## src/rtl/program_launcher_pkg.sv

```systemverilog
// Shared program codes and launcher FSM encoding.
// The regfile program-copy logic decodes the same codes.
package program_launcher_pkg;

    localparam int unsigned SEL_W   = 32;
    localparam int unsigned CODE_W  = 3;
    localparam int unsigned NUM_BTN = 5;

    // Bit positions of each button in the conditioned button vectors
    localparam int unsigned BTN_FIB   = 0;
    localparam int unsigned BTN_SORT  = 1;
    localparam int unsigned BTN_SAVE  = 2;
    localparam int unsigned BTN_LOAD  = 3;
    localparam int unsigned BTN_PUSHA = 4;

    typedef enum logic [CODE_W-1:0] {
        PROG_NONE  = 3'd0,
        PROG_FIB   = 3'd1,
        PROG_SORT  = 3'd2,
        PROG_SAVE  = 3'd3,
        PROG_LOAD  = 3'd4,
        PROG_PUSHA = 3'd5
    } prog_code_e;

    typedef enum logic [1:0] {
        IDLE    = 2'd0,
        HOLD    = 2'd1,
        RELEASE = 2'd2
    } launch_state_e;

    // Highest-priority program among simultaneous presses: fib > sort > save > load > pusha
    function automatic prog_code_e pick_code(input logic [NUM_BTN-1:0] rise);
        if (rise[BTN_FIB]) begin
            return PROG_FIB;
        end else if (rise[BTN_SORT]) begin
            return PROG_SORT;
        end else if (rise[BTN_SAVE]) begin
            return PROG_SAVE;
        end else if (rise[BTN_LOAD]) begin
            return PROG_LOAD;
        end else if (rise[BTN_PUSHA]) begin
            return PROG_PUSHA;
        end
        return PROG_NONE;
    endfunction

endpackage

```

## src/rtl/program_launcher_button_conditioner.sv

```systemverilog
// Synchroniser, debouncer and press (rising-edge) detector for one raw button.
// The debounced value flips only after DEBOUNCE_CYCLES consecutive disagreeing samples.
module button_conditioner #(
    parameter int unsigned DEBOUNCE_CYCLES = 650000
) (
    input  logic clock,
    input  logic reset,
    input  logic raw,
    output logic debounced,
    output logic rise_c
);

    localparam int unsigned CNT_W = $clog2(DEBOUNCE_CYCLES + 1);
    localparam logic [CNT_W-1:0] CNT_LAST = CNT_W'(DEBOUNCE_CYCLES - 1);

    logic             sync_meta;
    logic             sync;
    logic             debounced_q;
    logic [CNT_W-1:0] count;

    always_ff @(posedge clock) begin
        if (reset) begin
            sync_meta   <= 1'b0;
            sync        <= 1'b0;
            debounced   <= 1'b0;
            debounced_q <= 1'b0;
            count       <= '0;
        end else begin
            sync_meta   <= raw;
            sync        <= sync_meta;
            debounced_q <= debounced;
            if (sync == debounced) begin
                count <= '0;
            end else if (count == CNT_LAST) begin
                debounced <= ~debounced;
                count     <= '0;
            end else begin
                count <= count + CNT_W'(1);
            end
        end
    end

    assign rise_c = debounced & ~debounced_q;

endmodule

```

## src/rtl/program_launcher.sv

```systemverilog
// Turns debounced button presses into one fixed-length program_selector window per press.
// Presses arriving while a window is active or buttons are still held are dropped.
module program_launcher
    import program_launcher_pkg::*;
#(
    parameter int unsigned DEBOUNCE_CYCLES = 650000,
    parameter int unsigned HOLD_CYCLES     = 4
) (
    input  logic             clock,
    input  logic             reset,
    input  logic             btn_fib,
    input  logic             btn_sort,
    input  logic             btn_save,
    input  logic             btn_load,
    input  logic             btn_pusha,
    output logic [SEL_W-1:0] program_selector,
    output logic             launch,
    output logic             busy
);

    localparam int unsigned HOLD_W = $clog2(HOLD_CYCLES + 1);
    localparam logic [HOLD_W-1:0] HOLD_LAST = HOLD_W'(HOLD_CYCLES - 1);

    logic [NUM_BTN-1:0] raw;
    logic [NUM_BTN-1:0] debounced;
    logic [NUM_BTN-1:0] rise;
    logic               any_rise_c;
    logic               any_held_c;

    launch_state_e      state;
    launch_state_e      state_next;
    logic [HOLD_W-1:0]  hold_count;
    logic [HOLD_W-1:0]  hold_count_next;
    logic [SEL_W-1:0]   selector_next;
    logic               launch_next;

    assign raw[BTN_FIB]   = btn_fib;
    assign raw[BTN_SORT]  = btn_sort;
    assign raw[BTN_SAVE]  = btn_save;
    assign raw[BTN_LOAD]  = btn_load;
    assign raw[BTN_PUSHA] = btn_pusha;

    for (genvar i = 0; i < NUM_BTN; i++) begin : g_btn
        button_conditioner #(
            .DEBOUNCE_CYCLES(DEBOUNCE_CYCLES)
        ) u_cond (
            .clock    (clock),
            .reset    (reset),
            .raw      (raw[i]),
            .debounced(debounced[i]),
            .rise_c   (rise[i])
        );
    end

    assign any_rise_c = |rise;
    assign any_held_c = |debounced;

    // State register, including the registered outputs
    always_ff @(posedge clock) begin
        if (reset) begin
            state            <= IDLE;
            hold_count       <= '0;
            program_selector <= '0;
            launch           <= 1'b0;
            busy             <= 1'b0;
        end else begin
            state            <= state_next;
            hold_count       <= hold_count_next;
            program_selector <= selector_next;
            launch           <= launch_next;
            busy             <= (state_next != IDLE);
        end
    end

    // Next-state logic
    always_comb begin
        state_next      = state;
        hold_count_next = hold_count;
        unique case (state)
            IDLE: begin
                if (any_rise_c) begin
                    state_next      = HOLD;
                    hold_count_next = HOLD_LAST;
                end
            end
            HOLD: begin
                if (hold_count == '0) begin
                    state_next = any_held_c ? RELEASE : IDLE;
                end else begin
                    hold_count_next = hold_count - HOLD_W'(1);
                end
            end
            RELEASE: begin
                if (!any_held_c) begin
                    state_next = IDLE;
                end
            end
            default: state_next = IDLE;
        endcase
    end

    // Output logic: selector keeps its code until the hold counter expires
    always_comb begin
        selector_next = '0;
        launch_next   = 1'b0;
        unique case (state)
            IDLE: begin
                if (any_rise_c) begin
                    selector_next = SEL_W'(pick_code(rise));
                    launch_next   = 1'b1;
                end
            end
            HOLD: begin
                if (hold_count != '0) begin
                    selector_next = program_selector;
                end
            end
            default: ;
        endcase
    end

endmodule

```

## config.mk

```make
export PLATFORM = sky130hd
export DESIGN_NAME = program_launcher
export DESIGN_NICKNAME = d
export VERILOG_FILES = /design/src/rtl/program_launcher_pkg.sv /design/src/rtl/program_launcher_button_conditioner.sv /design/src/rtl/program_launcher.sv
export SDC_FILE = /design/constraint.sdc
export NUM_CORES = 1
export LEC_CHECK = 0
export CELL_PAD_IN_SITES_DETAIL_PLACEMENT = 0
export CELL_PAD_IN_SITES_GLOBAL_PLACEMENT = 1
export CORE_MARGIN = 2
export CORE_UTILIZATION = 40
export CTS_CLUSTER_SIZE = 12
export DETAILED_ROUTE_END_ITERATION = 12
export PLACE_DENSITY_LB_ADDON = 0.25
export SYNTH_ARGS = -nofsm -noshare
export SYNTH_HDL_FRONTEND = slang
export SYNTH_SLANG_ARGS = --single-unit
export TNS_END_PERCENT = 5
```

## constraint.sdc

```tcl
create_clock -name clock -period 2.8 [get_ports clock]
set_input_delay 0.42 -clock clock [delete_from_list [all_inputs] [get_ports clock]]
set_output_delay 0.42 -clock clock [all_outputs]
set_load 0.005 [all_outputs]
```

==> qor.txt <==
initial antenna violation count: 0
number of cell rows: 44
Routed Antenna Nets: 0
hpwl dp: 7.69 mm
Worst EP arrival: 2.41 ns
Fmax: 470 MHz
synth unique cells: 46
Die ar.: 15600 um2
Core ar.: 14400 um2
ratio of cells with drive above 1 in the final layout: 0.0603
Slew Limit Fails: 0
clock buffer depth: 2
Synth Flop Type: dfxtp_1
Worst-Skew Late Latency: 0.41 ns
first-pass GRT wire length: 19.5 mm
Cell Area, Synth: 5840 um2
pre-CTS WS: 0.676 ns
number of synthesized flops with an enable pin: 0
critical path type: reg -> reg
Synth Area in XOR/XNOR: 0.0975
status: finished clean
P&R area growth vs syn: 13.3%
chip width: 125 um
Hold Crit Class: reg -> reg
sequential share of the synthesized area: 0.445
Vias/cell: 5.11
# nets final: 697
TritonCTS Buffers: 17
# port buffers: 11
Final Wtd Congestion: 0.751
pwr dens: 626 nW/um2
Tot GR Track Use: 0.152
vias in the first global route: 4223
Synth Area in Simple Gates: 0.282
Worst Skew: 0.00919 ns
Peak supply drop: 0.445 mV
Post-Synth Adder-Cell Area: 0.0150
FFs w/ async S/R, synth: 0
Synth warnings: 0
total negative slack: 0 ns
FF/Latch Area: 2600 um2
H-Tree Depth: 4
Die Ht: 125 um
hold slack: 0.438 ns
actual slew at the worst max-slew pin: 0.832 ns
mux cell area share after synthesis: 0
Worst Path Max Fanout: 19
CTS sink cnt: 130
IO Pins: 41
final worst slack: 0.673 ns
critical path endpoint category: flop
Clock Pin Slew Worst Setup and Hold Paths: 0.05 ns
largest family of logic cells by synthesized area: simple AND/OR/NAND/NOR gates
grt total ovfl: 0
Pleak: 0.00212 uW
most frequent cells in the layout: 130 x dfxtp_1, 83 x nor2_1, 38 x a21oi_1
largest net degree at the start of global routing: 37
RSZ-0062 raised after global routing: no
max cap viols: 0
area of the multi-input gates: 2940 um2
average size of a mapped cell: 8.69 um2
Synth Instances: 672
DR iter-0 viols: 208
Worst slew margin: 0.440
CP startpoint kind: flop
drt total wl: 11.2 mm
initial core utilization: 0.405
Fillers: 1379
post-CTS setup buffer count: 0
TritonCTS clock tree: yes
Setup Viol. Count Final: 0
Synth Area in Compound Gates: 0.0906
min cycle time layout: 2.13 ns
n_diodes: 0
via count: 4498
clock root cell: clkbuf_16
1st-pass router iterations: 4
fin crit share: 0.760
Fin. Hold Viols: 0
commonest non-fill, non-tap cell in the layout: dfxtp_1
Worst EP required: 3.08 ns
synthesis-stage register bit count: 130
post-CTS resize count: 0
drt wl/cell: 12.7 um
Hold Buf Count CTS: 0
DR DRC count: 0
-- through the flow --
step / utilization / total power (uW) / area (um2) / std cells
finish: 0.459 / 4140 / 6620 / 880
global route: 0.459 / 4300 / 6620 / 880
CTS: 0.459 / 4200 / 6620 / 880
detailed placement: 0.418 / 1960 / 6020 / 848
global placement: 0.418 / 1960 / 6020 / 848
floorplan: - / 1970 / 5950 / 700
-- registers in the layout, indices dropped and copies added, names as in the netlist --
register	flops
launch	1
hold_count	3
g_btn.u_cond.debounced	5
state	2
program_selector	3
g_btn.u_cond.debounced_q	5
g_btn.u_cond.count	100
g_btn.u_cond.sync	5
g_btn.u_cond.sync_meta	5
busy	1
-- logic make-up (layout without fill, tap and decap cells) --
| group | after synthesis | count (layout) |
|---|---|---|
| AOI/OAI and AO/OA | 92 | 92 |
| xor gates and xnor gates | 65 | 65 |
| adders and majority gates | 7 | 7 |
| buffers and inverters | 75 | 71 |
| DFF | 130 | 130 |
| other | 1 | 29 |
| and+or+nand+nor | 302 | 302 |
-- layer usage --
| layer | up-vias | global-route usage | part of all wire |
|---|---|---|---|
| li1 | 2336 | - | - |
| met2 | 59 | 0.243 | 0.46 |
| met1 | 2098 | 0.193 | 0.49 |
| met4 | 0 | 0.0614 | 0.0076 |
| met3 | 5 | 0.0434 | 0.034 |
| met5 | - | 0 | 0 |
-- worst max-delay path: stages, from the launching register on --
cell and delay, ns:
dfxtp_1 0.34, or4b_1 0.53, or4_4 0.57, o21ai_4 0.44, nor2_1 0.11
-- final cells by class --
| type | instances | share of cell area |
|---|---|---|
| inverters | 23 | 0.0130 |
| repair buffers | 16 | 0.0242 |
| multi-input cells | 495 | 0.445 |
| clock inverters | 11 | 0.0204 |
| clock buffers | 21 | 0.0696 |
| flip-flops and latches | 130 | 0.393 |
| well taps | 184 | 0.0348 |
-- worst paths after layout --
check / slack (ns) / start / to / depth (start not counted)
worst max-delay path: 0.67 / g_btn[0].u_cond.count[6]$_SDFF_PP0_ / g_btn[0].u_cond.count[8]$_SDFF_PP0_ / 4
worst min-delay path: 0.44 / g_btn[4].u_cond.sync_meta$_SDFF_PP0_ / g_btn[4].u_cond.sync$_SDFF_PP0_ / 1
worst max register to register: 0.67 / g_btn[0].u_cond.count[6]$_SDFF_PP0_ / g_btn[0].u_cond.count[8]$_SDFF_PP0_ / 4
worst min register to register: 0.44 / g_btn[4].u_cond.sync_meta$_SDFF_PP0_ / g_btn[4].u_cond.sync$_SDFF_PP0_ / 1
-- power by group --
part | switching [uW] | total, uW | internal [uW]
clock | 786 | 2220 | 1440
combinational | 35.3 | 56.7 | 21.4
sequential | 4.76 | 1860 | 1860
-- Yosys cell counts, drive strengths merged (16+ instances only) --
| library cell | n | area, um2 |
|---|---|---|
| dfxtp | 130 | 2600 |
| nor2 | 83 | 312 |
| a21oi | 38 | 190 |
| nand3 | 34 | 170 |
| buf | 33 | 244 |
| xor2 | 33 | 289 |
| nand2 | 32 | 120 |
| xnor2 | 32 | 280 |
| o21ai | 31 | 166 |
| nand4 | 30 | 188 |
| inv | 23 | 86.3 |
| or3 | 23 | 144 |
| clkbuf | 19 | 71.3 |
| or4 | 17 | 135 |
| nor2b | 16 | 100 |
No activity file was read; power rests on OpenSTA's default activity.
